$ cat src/rtl/midi_event_parser.sv
// rtl/midi_event_parser.sv - MIDI Note On/Off parser with running status and FWFT event queue
// The queue is a separate module so the parser stays a pure byte-level state machine.

module midi_event_fifo #(
  parameter int WIDTH = 19,
  parameter int DEPTH = 4
) (
  input  logic             clk_100mhz,
  input  logic             reset,
  input  logic             push,
  input  logic [WIDTH-1:0] push_data,
  input  logic             ready,
  output logic             valid,
  output logic [WIDTH-1:0] head,
  output logic             overflow
);
  localparam int AW = $clog2(DEPTH);
  localparam logic [AW:0] PTR_ONE = {{AW{1'b0}}, 1'b1};

  logic [WIDTH-1:0] mem [DEPTH];
  logic [WIDTH-1:0] held_q;
  logic [AW:0]      wr_ptr, rd_ptr;
  logic             empty, full, pop, wr_en;

  assign empty = (wr_ptr == rd_ptr);
  assign full  = (wr_ptr[AW] != rd_ptr[AW]) && (wr_ptr[AW-1:0] == rd_ptr[AW-1:0]);
  assign pop   = ~empty & ready;
  // A full queue still takes a push when the head leaves on the same edge.
  assign wr_en = push & (~full | pop);

  assign valid = ~empty;
  assign head  = empty ? held_q : mem[rd_ptr[AW-1:0]];

  always_ff @(posedge clk_100mhz) begin
    if (wr_en) begin
      mem[wr_ptr[AW-1:0]] <= push_data;
    end
  end

  always_ff @(posedge clk_100mhz or posedge reset) begin
    if (reset) begin
      wr_ptr   <= '0;
      rd_ptr   <= '0;
      held_q   <= '0;
      overflow <= 1'b0;
    end else begin
      if (wr_en) begin
        wr_ptr <= wr_ptr + PTR_ONE;
      end
      if (pop) begin
        rd_ptr <= rd_ptr + PTR_ONE;
      end
      // Remember the last visible head so the fields stay put once drained.
      if (!empty) begin
        held_q <= mem[rd_ptr[AW-1:0]];
      end
      if (push && full && !pop) begin
        overflow <= 1'b1;
      end
    end
  end
endmodule

module midi_event_parser #(
  parameter bit         FILTER_EN  = 1'b0,
  parameter logic [3:0] CHANNEL    = 4'd0,
  parameter int         FIFO_DEPTH = 4
) (
  input  logic       clk_100mhz,
  input  logic       reset,
  input  logic [7:0] byte_in,
  input  logic       byte_valid,
  input  logic       event_ready,
  output logic       event_valid,
  output logic       event_note_on,
  output logic [6:0] event_note,
  output logic [6:0] event_velocity,
  output logic [3:0] event_channel,
  output logic       overflow
);
  typedef enum logic [1:0] {
    WAIT_STATUS,
    WAIT_D1,
    WAIT_D2,
    IGNORE
  } state_t;

  state_t      state, state_next;
  logic        byte_valid_d, acc;
  logic [7:0]  status_q, status_next;
  logic [6:0]  note_q, note_next;
  logic        push;
  logic [18:0] push_data;
  logic [18:0] head;

  assign acc = byte_valid & ~byte_valid_d;

  always_ff @(posedge clk_100mhz or posedge reset) begin
    if (reset) begin
      byte_valid_d <= 1'b1;
      state        <= WAIT_STATUS;
      status_q     <= 8'h00;
      note_q       <= 7'h00;
    end else begin
      byte_valid_d <= byte_valid;
      state        <= state_next;
      status_q     <= status_next;
      note_q       <= note_next;
    end
  end

  always_comb begin
    state_next  = state;
    status_next = status_q;
    note_next   = note_q;
    push        = 1'b0;
    push_data   = '0;
    if (acc) begin
      if (byte_in[7]) begin
        // F8-FF realtime bytes fall through every branch and leave no trace.
        if (byte_in >= 8'hF0 && byte_in < 8'hF8) begin
          status_next = 8'h00;
          state_next  = WAIT_STATUS;
        end else if (byte_in < 8'hA0) begin
          status_next = byte_in;
          state_next  = WAIT_D1;
        end else if (byte_in < 8'hF0) begin
          status_next = byte_in;
          state_next  = IGNORE;
        end
      end else begin
        case (state)
          WAIT_D1: begin
            note_next  = byte_in[6:0];
            state_next = WAIT_D2;
          end
          WAIT_D2: begin
            push       = !FILTER_EN || (status_q[3:0] == CHANNEL);
            push_data  = {status_q[4] && (byte_in[6:0] != 7'h00), note_q,
                          byte_in[6:0], status_q[3:0]};
            state_next = WAIT_D1;
          end
          default: begin
          end
        endcase
      end
    end
  end

  midi_event_fifo #(
    .WIDTH(19),
    .DEPTH(FIFO_DEPTH)
  ) u_fifo (
    .clk_100mhz(clk_100mhz),
    .reset     (reset),
    .push      (push),
    .push_data (push_data),
    .ready     (event_ready),
    .valid     (event_valid),
    .head      (head),
    .overflow  (overflow)
  );

  assign {event_note_on, event_note, event_velocity, event_channel} = head;
endmodule

$ cat config.mk
export PLATFORM = sky130hd
export DESIGN_NAME = midi_event_parser
export DESIGN_NICKNAME = d
export VERILOG_FILES = /design/src/rtl/midi_event_parser.sv
export SDC_FILE = /design/constraint.sdc
export NUM_CORES = 1
export LEC_CHECK = 0
export ABC_AREA = 1
export ABC_CLOCK_PERIOD_IN_PS = 3050
export CAP_MARGIN = 40
export CORE_MARGIN = 2
export CORE_UTILIZATION = 29
export CTS_CLUSTER_DIAMETER = 40
export DETAILED_ROUTE_END_ITERATION = 10
export GPL_TIMING_DRIVEN = 0
export PLACE_DENSITY_LB_ADDON = 0.3
export SYNTH_ARGS = -nofsm -noshare
export SYNTH_HDL_FRONTEND = slang
export SYNTH_HIERARCHICAL = 1
export SYNTH_SLANG_ARGS = --single-unit
$ cat constraint.sdc
create_clock -name clk_100mhz -period 3.05 [get_ports clk_100mhz]
set_clock_uncertainty 0.1 [all_clocks]
set_input_delay 0.305 -clock clk_100mhz [delete_from_list [all_inputs] [get_ports clk_100mhz]]
set_output_delay 0.305 -clock clk_100mhz [all_outputs]
set_load 0.05 [all_outputs]
==> impl_metrics.env <==
export IMPL_power_net_switching_mw=3.14
export IMPL_finalNonFillerCells=760
export IMPL_critical_path_peak_fanout=10
export IMPL_worst_pin_slew_ps=664
export IMPL_fp_dieH_um=134
export IMPL_gr_usage_met2=0.196
export IMPL_clock_power_share=0.277
export IMPL_cts_made_buffers=17
export IMPL_synthDistinctLibCells=24
export IMPL_hold_ws_ps=159
export IMPL_die_width_um=134
export IMPL_critical_path_endpoint_type="output pin"
export IMPL_grt_use_met1=0.171
export IMPL_finalNetCount=544
export IMPL_unrepaired_setup_endpoints_after_global_routing="no"
export IMPL_r2r_cells=9
export IMPL_timing_final_hold_violations=0
export IMPL_fin_crit_sh=0.947
export IMPL_reg2reg_to="u_fifo/mem[0][16]"
export IMPL_power_total_mw=7.30
export IMPL_crit_path_start_kind="register"
export IMPL_post_dp_cell_area_mm2=0.00559
export IMPL_globalRouteTotalUtil=0.128
export IMPL_busiest_layer="met2"
export IMPL_gr_usage_met3=0.0310
export IMPL_detail_route_wirelength_mm=10.9
export IMPL_routed_via_count=3399
export IMPL_synth_area_per_cell_um2=10.4
export IMPL_combinational_group_share_of_total_power=0.436
export IMPL_drt_pass1_iterations=4
export IMPL_avgViaCountPerCell=4.47
export IMPL_timing_critical_path_buf_inv=4
export IMPL_reg2reg_slack_ps=520
export IMPL_synthCells=471
export IMPL_min_delay_path_class="in -> async"
export IMPL_drive_above_1_share=0.122
export IMPL_netlist_area_mm2=0.00489
export IMPL_crit_path_cell_trace="inv_2 -> clkbuf_2 -> buf_2 -> o21ai_0 -> o21ai_0 -> nand2_1 -> nand2_1 -> dlygate4sd2_1"
export IMPL_crit_arrival_ps=2480
export IMPL_grt_pass1_wl_mm=17.6
export IMPL_max_slew_margin_rel=0.557
export IMPL_synth_warning_count=6
export IMPL_clk_latency_worst_skew_pair_ps=400
export IMPL_synth_fp_nets=488
export IMPL_final_critical_path_setup_slack_ps=163
export IMPL_grt_start_max_net_pins=21
export IMPL_cts_htree_levels=4
export IMPL_fmax_mhz=346
export IMPL_cts_sinks=117
export IMPL_power_per_cell_area_mw_per_mm2=1180
export IMPL_fin_util=0.374
export IMPL_finalMaxSlewViolations=0
export IMPL_portBuffers=32
export IMPL_p_int_mw=4.16
export IMPL_gpl_final_weighted_congestion=0.807
export IMPL_cts_tree="built"
export IMPL_vias_in_the_first_global_route=3306
export IMPL_critPathKind="reg -> out"
export IMPL_clk_transition_reported_paths_ps=50
export IMPL_fp_coreArea_mm2=0.0165
export IMPL_crit_slowest_cell="dlygate4sd2_1"
export IMPL_swShare=0.430
export IMPL_cts_path_max_buffers=2
export IMPL_dr_first_iter_drc_count=325
export IMPL_fp_row_count=47
export IMPL_final_cell_area_mm2=0.00619
export IMPL_worstReg2RegStart="state[0]"
export IMPL_timing_final_setup_violations=0
export IMPL_avgRoutedWirePerCell_um=14.3
export IMPL_cts_root_buffer="clkbuf_16"
export IMPL_route_antenna_remaining_nets=0
export IMPL_initial_utilization=0.296
export IMPL_seq_area_frac_synth=0.676
export IMPL_critPathTopFamily="buffers and inverters"
export IMPL_power_ir_vdd_worst_uv=474
export IMPL_yosys_register_bits=117
export IMPL_globalRouteOverflowTotal=0
export IMPL_ios=33
export IMPL_cts_hold_fix_buffers=0
export IMPL_detailed_place_hpwl_mm=7.42
export IMPL_antenna_violations_before_repair=0
export IMPL_total_leakage_power_nw=2.59
export IMPL_fin_crit_ps=2890
export IMPL_worst_ep_required_time_ps=2640
export IMPL_cells_after_dpl=728
export IMPL_pwr_share_seq=0.286
export IMPL_area_overhead_of_the_layout_relative_to_synthesis_pct=26.5
export IMPL_cp_slowest_stage_delay_ps=530
export IMPL_drcViolationCount=0
export IMPL_num_antenna_cells=0
export IMPL_drv_max_cap_violation_count=0
export IMPL_tns_ps=0
export IMPL_fp_dieArea_mm2=0.0179
export IMPL_status="completed"
export IMPL_pre_cts_slack_ps=23.0
## worst register-to-register path, stage by stage (launching register included)
cell and delay, ps:
dfrtp_1 390, inv_1 60, nand2_1 80, inv_1 80, nand3_1 80, buf_2 220
inv_1 170, nand2_1 230, nor2_2 580, buf_8 240
## worst max-delay path by stage
stage,start,endpoint,cells past startpoint
after floorplan,byte_valid_d,u_fifo/mem[0][0],6
after global placement,byte_valid,u_fifo/mem[0][16],8
after detailed placement,byte_valid,u_fifo/mem[0][16],9
after CTS,u_fifo/rd_ptr[0],event_channel[0],7
after global routing,u_fifo/rd_ptr[0],event_velocity[4],8
final,u_fifo/rd_ptr[0],event_note[5],8
## Yosys cell counts
library cell	instances	share of area
buf_6	1	0.0023
o21ai_1	8	0.0082
inv_2	2	0.0015
nand2_1	98	0.075
nor2_1	82	0.063
xor2_1	2	0.0036
a21oi_1	1	0.0010
inv_1	37	0.028
nand4_1	1	0.0013
buf_2	10	0.010
o21ai_0	62	0.063
nand3_1	29	0.030
clkbuf_1	5	0.0038
nor2_2	2	0.0026
nand3_4	1	0.0036
nor2_4	1	0.0023
edfxtp_1	76	0.47
clkbuf_2	1	0.0010
o21bai_1	1	0.0015
ha_1	5	0.013
nand3_2	1	0.0020
buf_4	4	0.0061
dfstp_2	1	0.0054
dfrtp_1	40	0.20
## state kept, by name, summed over array words and instances (netlist names)
register,cells
u_fifo/held_q,19
u_fifo/overflow,1
byte_valid_d,1
u_fifo/wr_ptr,3
note_q,7
u_fifo/mem,76
state,2
status_q,5
u_fifo/rd_ptr,3
## power by group through the flow
stage / sequential, mW / combinational (mW) / clock (mW)
3_3_place_gp: 2.12 / 3.32 / 0
4_1_cts: 2.09 / 3.23 / 2.06
2_1_floorplan: 2.10 / 2.29 / 0
3_5_place_dp: 2.12 / 3.39 / 0
6_report: 2.09 / 3.19 / 2.02
5_1_grt: 2.12 / 3.48 / 2.13
## layout make-up
class / count / area, um2
plain buffers: 21 / 119
clock buffers: 17 / 425
clock inverters: 15 / 188
fillers: 1639 / 10300
inverters: 39 / 146
multi-input cells: 294 / 1330
flip-flops and latches: 117 / 3310
well taps: 220 / 275
repair buffers: 37 / 394
## cell usage in the layout (no fill, tap or decap), types with 5 or more instances in the layout
master           Yosys  layout
clkinvlp_4           0       5
inv_1               37      37
nand2_1             98      98
clkbuf_16            0      17
dlygate4sd2_1        0      13
edfxtp_1            76      76
o21ai_1              8       8
o21ai_0             62      62
buf_2               10      10
nor2_2               2       6
nand3_1             29      29
clkdlybuf4s50_1      0      13
nor2_1              82      78
ha_1                 5       5
clkbuf_2             1       5
dfrtp_1             40      40
## cells by family after synthesis
| group | Yosys count | share of synthesized area |
|---|---|---|
| simple gates | 215 | 0.180 |
| flops | 117 | 0.676 |
| compound gates | 72 | 0.0742 |
| buf+inv | 60 | 0.0535 |
| fa+ha+maj | 5 | 0.0128 |
| xor+xnor | 2 | 0.00358 |
## per-layer routing
metal  vias up  share of wire  wire, um
met4         0          0.022       236
met5         -              0         0
li1       1675              -         -
met1      1618           0.47      5160
met2        86           0.46      4950
met3        20          0.048       521
## what timing repair did
item / CTS / global route
buffers inserted: 0 / 0
setup endpoints to repair: 19 / 13
hold endpoints to repair: 0 / 0
gates resized for setup: 19 / 8
Power figures use the tool's default switching activity.
